**src/rtl/lif_array.sv**
```systemverilog
// Time-multiplexed layer of leaky integrate-and-fire neurons sharing one update
// datapath; per-neuron membrane and refractory state live in internal arrays.
module lif_array #(
    parameter int N_NEURONS  = 64,
    parameter int WIDTH      = 16,
    parameter int THRESH     = 32,
    parameter int RESET_VAL  = 0,
    parameter int LEAK_SHIFT = 1,
    parameter int REFRAC     = 2,
    localparam int IDX_W     = $clog2(N_NEURONS),
    localparam int REFR_W    = (REFRAC > 0) ? $clog2(REFRAC + 1) : 1
) (
    input  logic                    clk,
    input  logic                    rst,
    input  logic                    start,
    input  logic                    clear,
    input  logic                    in_valid,
    output logic                    in_ready,
    input  logic signed [WIDTH-1:0] in_data,
    output logic                    spk_valid,
    output logic                    spk_out,
    output logic [IDX_W-1:0]        spk_idx,
    output logic signed [WIDTH-1:0] mem_out,
    output logic                    busy,
    output logic                    done
);

    typedef enum logic [1:0] {ST_CLEAR, ST_IDLE, ST_RUN} state_t;

    localparam logic signed [WIDTH-1:0] MEM_RST   = WIDTH'(RESET_VAL);
    localparam logic signed [WIDTH-1:0] THR       = WIDTH'(THRESH);
    localparam logic [REFR_W-1:0]       REFR_LOAD = REFR_W'(REFRAC);
    localparam logic [REFR_W-1:0]       REFR_ONE  = REFR_W'(1);
    localparam logic [IDX_W-1:0]        IDX_LAST  = IDX_W'(N_NEURONS - 1);

    logic signed [WIDTH-1:0] r_mem  [N_NEURONS];
    logic [REFR_W-1:0]       r_refr [N_NEURONS];

    state_t                  r_state;
    logic [IDX_W-1:0]        r_idx;
    logic                    r_vld_p1;
    logic                    r_spk_p1;
    logic                    r_done_p1;
    logic [IDX_W-1:0]        r_idx_p1;
    logic signed [WIDTH-1:0] r_mem_p1;

    logic                    w_acc;
    logic                    w_fire;
    logic signed [WIDTH-1:0] w_m;
    logic signed [WIDTH-1:0] w_s;
    logic signed [WIDTH-1:0] w_m_next;
    logic [REFR_W-1:0]       w_r;
    logic [REFR_W-1:0]       w_r_next;

    // Add at WIDTH+1 bits and clamp back into the signed WIDTH range.
    function automatic logic signed [WIDTH-1:0] sat_add(
        input logic signed [WIDTH-1:0] a,
        input logic signed [WIDTH-1:0] b
    );
        logic signed [WIDTH:0] sum;
        sum = {a[WIDTH-1], a} + {b[WIDTH-1], b};
        if (sum[WIDTH] != sum[WIDTH-1])
            return sum[WIDTH] ? {1'b1, {(WIDTH-1){1'b0}}} : {1'b0, {(WIDTH-1){1'b1}}};
        return sum[WIDTH-1:0];
    endfunction

    // s - s/2^k never leaves the signed range, so no clamp is needed here.
    function automatic logic signed [WIDTH-1:0] leak(input logic signed [WIDTH-1:0] s);
        if (LEAK_SHIFT == 0)
            return s;
        return s - (s >>> LEAK_SHIFT);
    endfunction

    assign in_ready = (r_state == ST_RUN);
    assign busy     = (r_state != ST_IDLE);
    assign w_acc    = in_ready & in_valid;

    // Stage p0: read neuron state and compute its update in the same cycle.
    always_comb begin
        w_m      = r_mem[r_idx];
        w_r      = r_refr[r_idx];
        w_s      = sat_add(w_m, in_data);
        w_fire   = 1'b0;
        w_m_next = MEM_RST;
        w_r_next = '0;
        if (w_r != '0) begin
            w_r_next = w_r - REFR_ONE;
        end else if (w_s >= THR) begin
            w_fire   = 1'b1;
            w_r_next = REFR_LOAD;
        end else begin
            w_m_next = leak(w_s);
        end
    end

    always_ff @(posedge clk) begin
        if (r_state == ST_CLEAR) begin
            r_mem[r_idx]  <= MEM_RST;
            r_refr[r_idx] <= '0;
        end else if (w_acc) begin
            r_mem[r_idx]  <= w_m_next;
            r_refr[r_idx] <= w_r_next;
        end
    end

    // Stage p1: registered result, one cycle after acceptance.
    always_ff @(posedge clk) begin
        if (rst) begin
            r_state   <= ST_CLEAR;
            r_idx     <= '0;
            r_vld_p1  <= 1'b0;
            r_spk_p1  <= 1'b0;
            r_done_p1 <= 1'b0;
            r_idx_p1  <= '0;
            r_mem_p1  <= '0;
        end else begin
            r_vld_p1  <= 1'b0;
            r_done_p1 <= 1'b0;
            case (r_state)
                ST_CLEAR: begin
                    if (r_idx == IDX_LAST) begin
                        r_idx   <= '0;
                        r_state <= ST_IDLE;
                    end else begin
                        r_idx <= r_idx + IDX_W'(1);
                    end
                end
                ST_IDLE: begin
                    r_idx <= '0;
                    if (start)
                        r_state <= ST_RUN;
                    else if (clear)
                        r_state <= ST_CLEAR;
                end
                ST_RUN: begin
                    if (w_acc) begin
                        r_vld_p1  <= 1'b1;
                        r_spk_p1  <= w_fire;
                        r_mem_p1  <= w_m_next;
                        r_idx_p1  <= r_idx;
                        r_done_p1 <= (r_idx == IDX_LAST);
                        if (r_idx == IDX_LAST) begin
                            r_idx   <= '0;
                            r_state <= ST_IDLE;
                        end else begin
                            r_idx <= r_idx + IDX_W'(1);
                        end
                    end
                end
                default: r_state <= ST_CLEAR;
            endcase
        end
    end

    assign spk_valid = r_vld_p1;
    assign spk_out   = r_spk_p1;
    assign spk_idx   = r_idx_p1;
    assign mem_out   = r_mem_p1;
    assign done      = r_done_p1;

endmodule
```
**config.mk**
```make
export PLATFORM = sky130hd
export DESIGN_NAME = lif_array
export DESIGN_NICKNAME = d
export VERILOG_FILES = /design/src/rtl/lif_array.sv
export SDC_FILE = /design/constraint.sdc
export NUM_CORES = 1
export LEC_CHECK = 0
export CAP_MARGIN = 20
export CORE_MARGIN = 2
export CORE_UTILIZATION = 55
export CTS_CLUSTER_DIAMETER = 200
export DETAILED_ROUTE_END_ITERATION = 10
export PLACE_DENSITY = 0.71
export SLEW_MARGIN = 10
export SYNTH_ARGS = -nofsm -noshare
export SYNTH_HDL_FRONTEND = slang
export SYNTH_SLANG_ARGS = --single-unit
export TNS_END_PERCENT = 5
```
**constraint.sdc**
```tcl
create_clock -name clk -period 28.6 [get_ports clk]
set_input_delay 2.86 -clock clk [delete_from_list [all_inputs] [get_ports clk]]
set_output_delay 2.86 -clock clk [all_outputs]
set_load 0.1 [all_outputs]
```
==> results.cfg, run 1 <==
[run_status]
status = completed

[sta]
max_slew_margin = 0.252
worst_slew_pin_slew_ps = 1120
grt_setup_unrepaired = false
setup_violations = 0
clock_skew_ps = 30.1
finalWorstSetupSlack_ps = 17120
post-route-min-period_ps = 11480
whs_ps = 457
drv_slew = 0
hold_viol = 0
period_share = 0.401
setup_tns_ps = 0
max_freq_mhz = 87.1

[yosys]
synth_top_family_by_area = multiplexers
synth_fa_ha_area_frac = 0.0114
synth-seq-area-share = 0.748
ys_top_cells_by_count = edfxtp_1, mux4_2, nor2_1
syn_inst = 2167
syn_area_um2 = 47300
synth.most_common_cell = edfxtp_1
muxShareOfSynthArea = 0.180
synthArstFlopShare = 0
synth_top_area_cell = edfxtp_1
syn-num-nets = 2230
ys_types = 67
synth_top_flop_cell = edfxtp_1
yosys_warnings = 0
synth_compound_area_frac = 0.0207
ys_seq_elements = 1191
synth_edf_count = 1152
synth_area_per_cell_um2 = 21.8
synth_top_area_frac = 0.731
yosys.area_share.simple = 0.0236
synth_xor_area_frac = 0.00444
ys_top_cells_by_area = edfxtp_1, mux4_2, dfxtp_1

[die]
start_util = 0.556
row_count = 107
dieArea_um2 = 88400
core_area_um2 = 85100
num_io_pins = 48
die_w_um = 297
die_h_um = 297

[global_routing]
grt_util_met2 = 0.408
grt_max_degree = 119
grt_remaining_overflow = 0
grt_pass1_vias = 23300
grt_util_met1 = 0.380
grt_pass1_wl_um = 165000
antenna_found_initial = 5
top_usage_layer = met2
use_met3 = 0.0427
grt_use_total = 0.262

[power]
seq_power_share = 0.503
p_leak_nw = 13.8
power_frac_comb = 0.119
p_sw_frac = 0.241
cellPowerDensity_nw_per_um2 = 71.0
clock_power_share = 0.378
switchingPower_mw = 0.912
ir_drop_mv = 0.0555
intPower_mw = 2.87

[clock_tree]
clkSlewWorstSetupHoldPaths_ps = 60
ctsRootBufferMaster = clkbuf_16
clock_latency_ps = 680
cts_resized = 0
cts_tree = yes
htree_levels = 3
cts_max_path_buffers = 3
cts_buffers = 113
post-cts-setup-buffers = 0
cts_num_sinks = 1191
hold_buffers = 0

[worst_setup_path]
max_stage_delay_ps = 880
cp_slowest_cell = buf_4
cp.required_ps = 29000
crit_path_end_kind = register
path_class = reg2reg
crit_arrival_ps = 11870
cpMostUsedCell = buf_4
crit_fanout = 67
critical_path.startpoint_type = register

[drt]
firstDrtPassIters = 5
remaining_drc_errors = 0
via_per_inst = 6.56
drt-initial-drc-count = 2775
vias = 23200
postRouteWirelength_um = 114000
wire_per_inst_um = 32.2
drtAntennaViolNets = 0

[final_layout]
layout.nets = 2366
fillCellCount = 5696
syn_to_final_growth_pct = 12.7
drive_gt1_frac = 0.297

[job]
cap_viol_max_count = 0

[placed_design]
post-place-ws_ps = 17350
place_congestion = 0.921
dpl.hpwl_um = 63700
io_buffers = 47

[min_path]
hold_path.class = reg2reg
cells by family after synthesis:
kind of cell / after synthesis
AOI/OAI and AO/OA: 145
buffers and inverters: 141
xor gates and xnor gates: 24
adders and majority gates: 42
DFF: 1191
muxes: 380
and+or+nand+nor: 244
layout make-up:
type | instances | area, um2 | area share
sequential | 1191 | 35400 | 0.664
timing repair buffer | 130 | 1190 | 0.0223
antenna | 1 | 2.50 | 0.0000469
tap | 1144 | 1430 | 0.0268
inverter | 32 | 120 | 0.00225
clock buffer | 142 | 2980 | 0.0558
multi-input combinational | 835 | 11700 | 0.219
clock inverter | 65 | 553 | 0.0104
layout by cell type (no fill, tap or decap), types with 5 or more instances in the layout:
| cell | instances |
|---|---|
| a21o_1 | 8 |
| a21oi_1 | 44 |
| a22oi_1 | 9 |
| a31oi_1 | 5 |
| and3_1 | 9 |
| buf_12 | 6 |
| buf_4 | 76 |
| bufinv_16 | 7 |
| clkbuf_1 | 26 |
| clkbuf_16 | 114 |
| clkdlybuf4s50_1 | 47 |
| clkinv_1 | 30 |
| clkinv_2 | 19 |
| dfxtp_1 | 35 |
| edfxtp_1 | 1152 |
| ha_1 | 40 |
| inv_1 | 27 |
| mux4_2 | 378 |
| nand2_1 | 44 |
| nand2b_1 | 5 |
| nand3_1 | 20 |
| nor2_1 | 49 |
| nor2_2 | 54 |
| nor2_4 | 12 |
| nor2b_1 | 6 |
| nor3_1 | 11 |
| o211ai_1 | 6 |
| o21a_1 | 7 |
| o21ai_0 | 17 |
| o31ai_1 | 6 |
| xnor2_1 | 13 |
| xor2_1 | 11 |
per-layer routing:
| layer | part of all wire | routed length [um] |
|---|---|---|
| met5 | 0.00011 | 13 |
| met4 | 0.041 | 4680 |
| met3 | 0.086 | 9850 |
| met2 | 0.48 | 54400 |
| met1 | 0.39 | 45000 |
final timing paths:
kind	slack (ps)	endpoint	from	cells past startpoint
max	17120	r_mem[34][14]	register	27
min	460	mem_out[12]	mem_out[12]	2
max reg2reg	17120	r_mem[34][14]	register	27
min reg2reg	460	mem_out[12]	mem_out[12]	2
sequential cells by signal, indices dropped and copies added (netlist names), named ones only:
name	count
r_state	2
spk_idx	6
r_mem	1024
r_refr	128
spk_valid	1
spk_out	1
r_idx	6
mem_out	16
done	1
power groups by stage:
| stage | clock (mW) | combinational [mW] | sequential (mW) |
|---|---|---|---|
| after CTS | 1.45 | 0.443 | 1.90 |
| after global routing | 1.51 | 0.489 | 1.91 |
| final | 1.43 | 0.451 | 1.90 |
| after detailed placement | 0 | 0.440 | 1.94 |
| after floorplan | 0 | 0.330 | 1.93 |
| after global placement | 0 | 0.438 | 1.94 |
through the flow:
step                 util  area (um2)  cells  power (mW)
floorplan               -       47300   2167        2.26
global route        0.626       53300   3539        3.91
CTS                 0.625       53200   3534        3.80
global placement    0.583       49700   3327        2.38
detailed placement  0.583       49700   3327        2.38
finish              0.626       53300   3540        3.78
worst max-delay path, delay by kind of cell (launching register included):
family,cells,cell delay (ps)
buffers and inverters,5,3210
AOI/OAI and AO/OA,10,2860
muxes,3,1490
DFF,1,860
adders and majority gates,2,740
and+or+nand+nor,7,1800
Power figures use the tool's default switching activity.
==> run 2, diff against run 1 <==
==> constraint.sdc (replaced) <==
create_clock -name clk -period 10.9 [get_ports clk]
set_input_delay 1.09 -clock clk [delete_from_list [all_inputs] [get_ports clk]]
set_output_delay 1.09 -clock clk [all_outputs]
set_load 0.1 [all_outputs]
==> run 2 against run 1 <==
Compared with the run above:
- sequential power grew to 2.6 times the previous value
- flip-flop and latch count stayed put
- largest cell class unchanged
- utilization is 0.67 points higher
- largest power group unchanged
- clock power grew to 2.8 times the previous value
- final area is 1.1% higher
==> results.cfg, run 2 (synthesized netlist as in run 1, its figures left out) <==
[power]
ir_drop_mv = 0.142
p_leak_nw = 14.1
cellPowerDensity_nw_per_um2 = 190

[global_routing]
grt_util_met1 = 0.377
use_met3 = 0.0468
grt_pass1_vias = 23400
grt_max_degree = 67
grt_pass1_wl_um = 164000
grt_util_met2 = 0.403
top_usage_layer = met2
antenna_found_initial = 6
grt_use_total = 0.260
grt_remaining_overflow = 0

[drt]
remaining_drc_errors = 0
drtAntennaViolNets = 0
firstDrtPassIters = 5
via_per_inst = 6.50
wire_per_inst_um = 31.7
vias = 23100
drt-initial-drc-count = 2901
postRouteWirelength_um = 113000

[worst_setup_path]
cp_num_buf_inv = 4
cpMostUsedCell = mux4_2
max_stage_delay_ps = 850
path_class = reg2reg
r2r_slack_ps = 1880
cp.required_ps = 11280
critical_path.startpoint_type = register
reg2reg_depth = 25
crit_family = compound AO/OA/AOI/OAI gates
crit_fanout = 42
crit_path_end_kind = register
reg2reg_to = r_mem[37][12]
cp_slowest_cell = dfxtp_4
crit_arrival_ps = 9390

[clock_tree]
hold_buffers = 0
cts_tree = yes
ctsRootBufferMaster = clkbuf_16
cts_buffers = 113
cts_max_path_buffers = 3
htree_levels = 3
cts_resized = 0
post-cts-setup-buffers = 0
cts_num_sinks = 1191
clock_latency_ps = 690
clkSlewWorstSetupHoldPaths_ps = 60

[min_path]
hold_path_end = mem_out[8]
min_from = mem_out[8]
hold_path_depth = 2
hold_path.class = reg2reg

[placed_design]
place_congestion = 0.896
dpl.cell_count = 3347
dpl.hpwl_um = 64800
io_buffers = 47
placed_area_um2 = 49900

[sta]
clock_skew_ps = 27.4
max_slew_margin = 0.332
setup_violations = 0
max_freq_mhz = 111
setup_tns_ps = 0
post-route-min-period_ps = 9020
grt_setup_unrepaired = false
whs_ps = 461
drv_slew = 0
worst_slew_pin_slew_ps = 999
hold_viol = 0
period_share = 0.827

[die]
die_h_um = 297
core_area_um2 = 85100
row_count = 107
die_w_um = 297
start_util = 0.556
dieArea_um2 = 88400
num_io_pins = 48

[final_layout]
regMostFlops = r_mem
mostFrequentLayoutCell = edfxtp_1
stdcell_area_um2 = 53900
largest_reg_flops = 1024
drive_gt1_frac = 0.306
layout_common_cells = edfxtp_1, mux4_2, clkbuf_16
layout.nets = 2386
multi_input_area_um2 = 11600
stdcell_count = 3563
fillCellCount = 5577
seq_area_um2 = 35400
final_util = 0.633
syn_to_final_growth_pct = 13.9

[run_status]
status = completed

[job]
cap_viol_max_count = 0
==> run 2: cell count changes in the layout (fill, tap and decap cells not counted), sizes merged <==
| cell | previous run | this run |
|---|---|---|
| buf | 83 | 103 |
| clkinv | 56 | 40 |
| bufinv | 7 | 19 |
| clkinvlp | 1 | 8 |
==> run 2: worst max-delay path by stage <==
| stage | from | cells past startpoint | to |
|---|---|---|---|
| floorplan | register | 28 | r_mem[0][14] |
| global placement | register | 25 | r_mem[46][12] |
| detailed placement | register | 25 | r_mem[47][11] |
| CTS | register | 25 | r_mem[47][11] |
| global route | register | 25 | r_mem[39][12] |
| finish | register | 25 | r_mem[37][12] |
==> run 2: worst min-delay path, cell delays in order, from the launching register on <==
cell	delay [ps]
dfxtp_1	310
nand2_1	50
a21oi_1	50
==> run 2: metal layers <==
metal / vias to the layer above / wire length, um / part of all wire
met2: 1223 / 54200 / 0.48
li1: 9449 / - / -
met4: 2 / 3940 / 0.035
met5: - / 11 / 0.000097
met3: 181 / 9980 / 0.088
met1: 12300 / 44900 / 0.40
==> run 2: metrics by stage <==
stage	total power [mW]	setup slack (ps)
finish	10.2	1880
global route	10.6	1380
CTS	10.3	1980
detailed placement	6.27	2050
global placement	6.26	2220
floorplan	5.94	249
==> run 2: area by class of cell <==
class                      instances  area share
timing repair buffer             150      0.0271
clock buffer                     142      0.0551
inverter                          32     0.00223
sequential                      1191       0.657
antenna                            1   0.0000464
tap                             1144      0.0266
clock inverter                    68      0.0168
multi-input combinational        835       0.216
==> run 2: power breakdown <==
group	switching, mW	internal [mW]
logic	0.713	0.473
clock network	1.67	2.39
registers	0.0299	4.97
total	2.41	7.83
==> run 3, diff against run 2 <==
--- a/config.mk
+++ b/config.mk
@@ -10,7 +10,7 @@
 export CORE_UTILIZATION = 55
 export CTS_CLUSTER_DIAMETER = 200
 export DETAILED_ROUTE_END_ITERATION = 10
-export PLACE_DENSITY = 0.71
+export PLACE_DENSITY = 0.74
 export SLEW_MARGIN = 10
 export SYNTH_ARGS = -nofsm -noshare
 export SYNTH_HDL_FRONTEND = slang
==> constraint.sdc (replaced) <==
create_clock -name clk -period 7.27 [get_ports clk]
set_input_delay 0.727 -clock clk [delete_from_list [all_inputs] [get_ports clk]]
set_output_delay 0.727 -clock clk [all_outputs]
set_load 0.1 [all_outputs]
==> run 3 against run 2 <==
Compared with the run above:
- sequential share of layout area decreased by 2.0 points
- cell count grew 4.1%
- fmax rose by 27%
- worst hold slack got worse by 2.7 ps
- final area up 3.1%
- non-clock buffer count grew 152
- critical path depth grew 4
- die area unchanged
- via count increased by 7.4%
- routed wire length rose by 11%
- total power increased by 52%
==> results.cfg, run 3 (synthesized netlist as in run 1, its figures left out) <==
[worst_setup_path]
r2r_slack_ps = 170
crit_path_end_kind = register
crit_arrival_ps = 7490
reg2reg_depth = 29
crit_fanout = 32
path_class = reg2reg
reg2reg_to = r_mem[7][14]
critical_path.startpoint_type = register
cpMostUsedCell = buf_4
cp.required_ps = 7660
max_stage_delay_ps = 540
cp_slowest_cell = mux4_2

[final_layout]
final_util = 0.653
layout_common_cells = edfxtp_1, mux4_2, buf_4
drive_gt1_frac = 0.359
regMostFlops = r_mem
syn_to_final_growth_pct = 17.5
fillCellCount = 5334
multi_input_area_um2 = 11900
seq_area_um2 = 35400
mostFrequentLayoutCell = edfxtp_1
largest_reg_flops = 1024
layout.nets = 2537

[die]
num_io_pins = 48
die_h_um = 297
die_w_um = 297
start_util = 0.556
core_area_um2 = 85100
dieArea_um2 = 88400
row_count = 107

[clock_tree]
cts_max_path_buffers = 3
cts_num_sinks = 1191
clock_latency_ps = 690
cts_buffers = 109
ctsRootBufferMaster = clkbuf_16
hold_buffers = 0
clkSlewWorstSetupHoldPaths_ps = 60
cts_tree = yes
htree_levels = 3

[job]
cap_viol_max_count = 0

[drt]
wire_per_inst_um = 33.8
drt-initial-drc-count = 3485
vias = 24900
remaining_drc_errors = 0
firstDrtPassIters = 5
via_per_inst = 6.70
drtAntennaViolNets = 0
postRouteWirelength_um = 125000

[min_path]
hold_path_end = spk_idx[1]
min_from = spk_idx[1]
hold_path_depth = 2
hold_path.class = reg2reg

[sta]
drv_slew = 0
worst_slew_pin_slew_ps = 1070
max_slew_margin = 0.282
hold_viol = 0
setup_tns_ps = 0
clock_skew_ps = 29.5
post-route-min-period_ps = 7100
max_freq_mhz = 141
setup_violations = 0
period_share = 0.977

[global_routing]
grt_use_total = 0.278
grt_remaining_overflow = 0
antenna_found_initial = 7
grt_max_degree = 65
grt_pass1_vias = 24500
grt_pass1_wl_um = 174000

[placed_design]
io_buffers = 47
place_congestion = 0.918
dpl.hpwl_um = 70900

[power]
clock_power_share = 0.355
intPower_mw = 11.7
power_frac_comb = 0.166
p_leak_nw = 14.9
seq_power_share = 0.479
switchingPower_mw = 3.91
p_sw_frac = 0.251
cellPowerDensity_nw_per_um2 = 280
ir_drop_mv = 0.215

[run_status]
status = completed
-- run 3: power by group through the flow --
stage	registers [mW]	logic, mW	clock network [mW]
CTS	7.47	2.36	5.58
floorplan	7.60	1.46	0
finish	7.47	2.59	5.53
global placement	7.61	2.23	0
detailed placement	7.62	2.25	0
global route	7.47	2.74	5.82
-- run 3: stage by stage --
step / power (mW) / hold slack, ps / setup slack (ps) / instance area (um2) / instances
final: 15.6 / 458 / 171 / 55600 / 3709
after global routing: 16.0 / 474 / -44.7 / 55600 / 3707
after CTS: 15.4 / 460 / 21.6 / 54800 / 3668
after detailed placement: 9.86 / 447 / -322 / 51400 / 3466
after global placement: 9.84 / 445 / -116 / 51400 / 3465
after floorplan: 9.07 / 483 / -113 / 48000 / 2167
-- run 3: final cells by class --
cell class,instances,share of cell area
diodes,2,0.0000901
clock buffers,143,0.0525
clock inverters,57,0.00890
inverters,32,0.00221
multi-input cells,838,0.215
flip-flops and latches,1191,0.637
well taps,1144,0.0258
repair buffers,302,0.0586
-- run 3: how the worst max path moves through the flow --
stage | startpoint | to | slack (ps) | depth (start not counted)
6_report | register | r_mem[7][14] | 170 | 29
3_3_place_gp | register | r_mem[41][11] | -120 | 24
2_1_floorplan | register | r_mem[0][13] | -110 | 29
3_5_place_dp | register | r_mem[46][10] | -320 | 25
4_1_cts | register | r_mem[23][10] | 20 | 25
5_1_grt | register | r_mem[7][14] | -40 | 28
-- run 3: per-layer routing --
metal,vias up,track usage,share of wire,wire (um)
li1,9762,-,-,-
met1,13100,0.381,0.36,45100
met2,1675,0.453,0.49,61600
met3,300,0.0498,0.11,13200
met4,2,0.104,0.043,5410
met5,-,0,0.00010,13
-- run 3: timing repair --
| item | CTS | global route |
|---|---|---|
| setup endpoints to repair | 64 | 880 |
| gates cloned | 2 | 11 |
| resized for setup | 4 | 53 |
| pin swaps | 2 | 12 |
| setup buffers | 0 | 27 |
-- run 3: critical path, delay by kind of cell, from the launching register on --
| kind | cells | cell delay, ps |
|---|---|---|
| simple gates | 6 | 880 |
| fa+ha+maj | 2 | 590 |
| buf+inv | 8 | 1370 |
| mux | 3 | 1560 |
| flops | 1 | 390 |
| compound gates | 10 | 1990 |
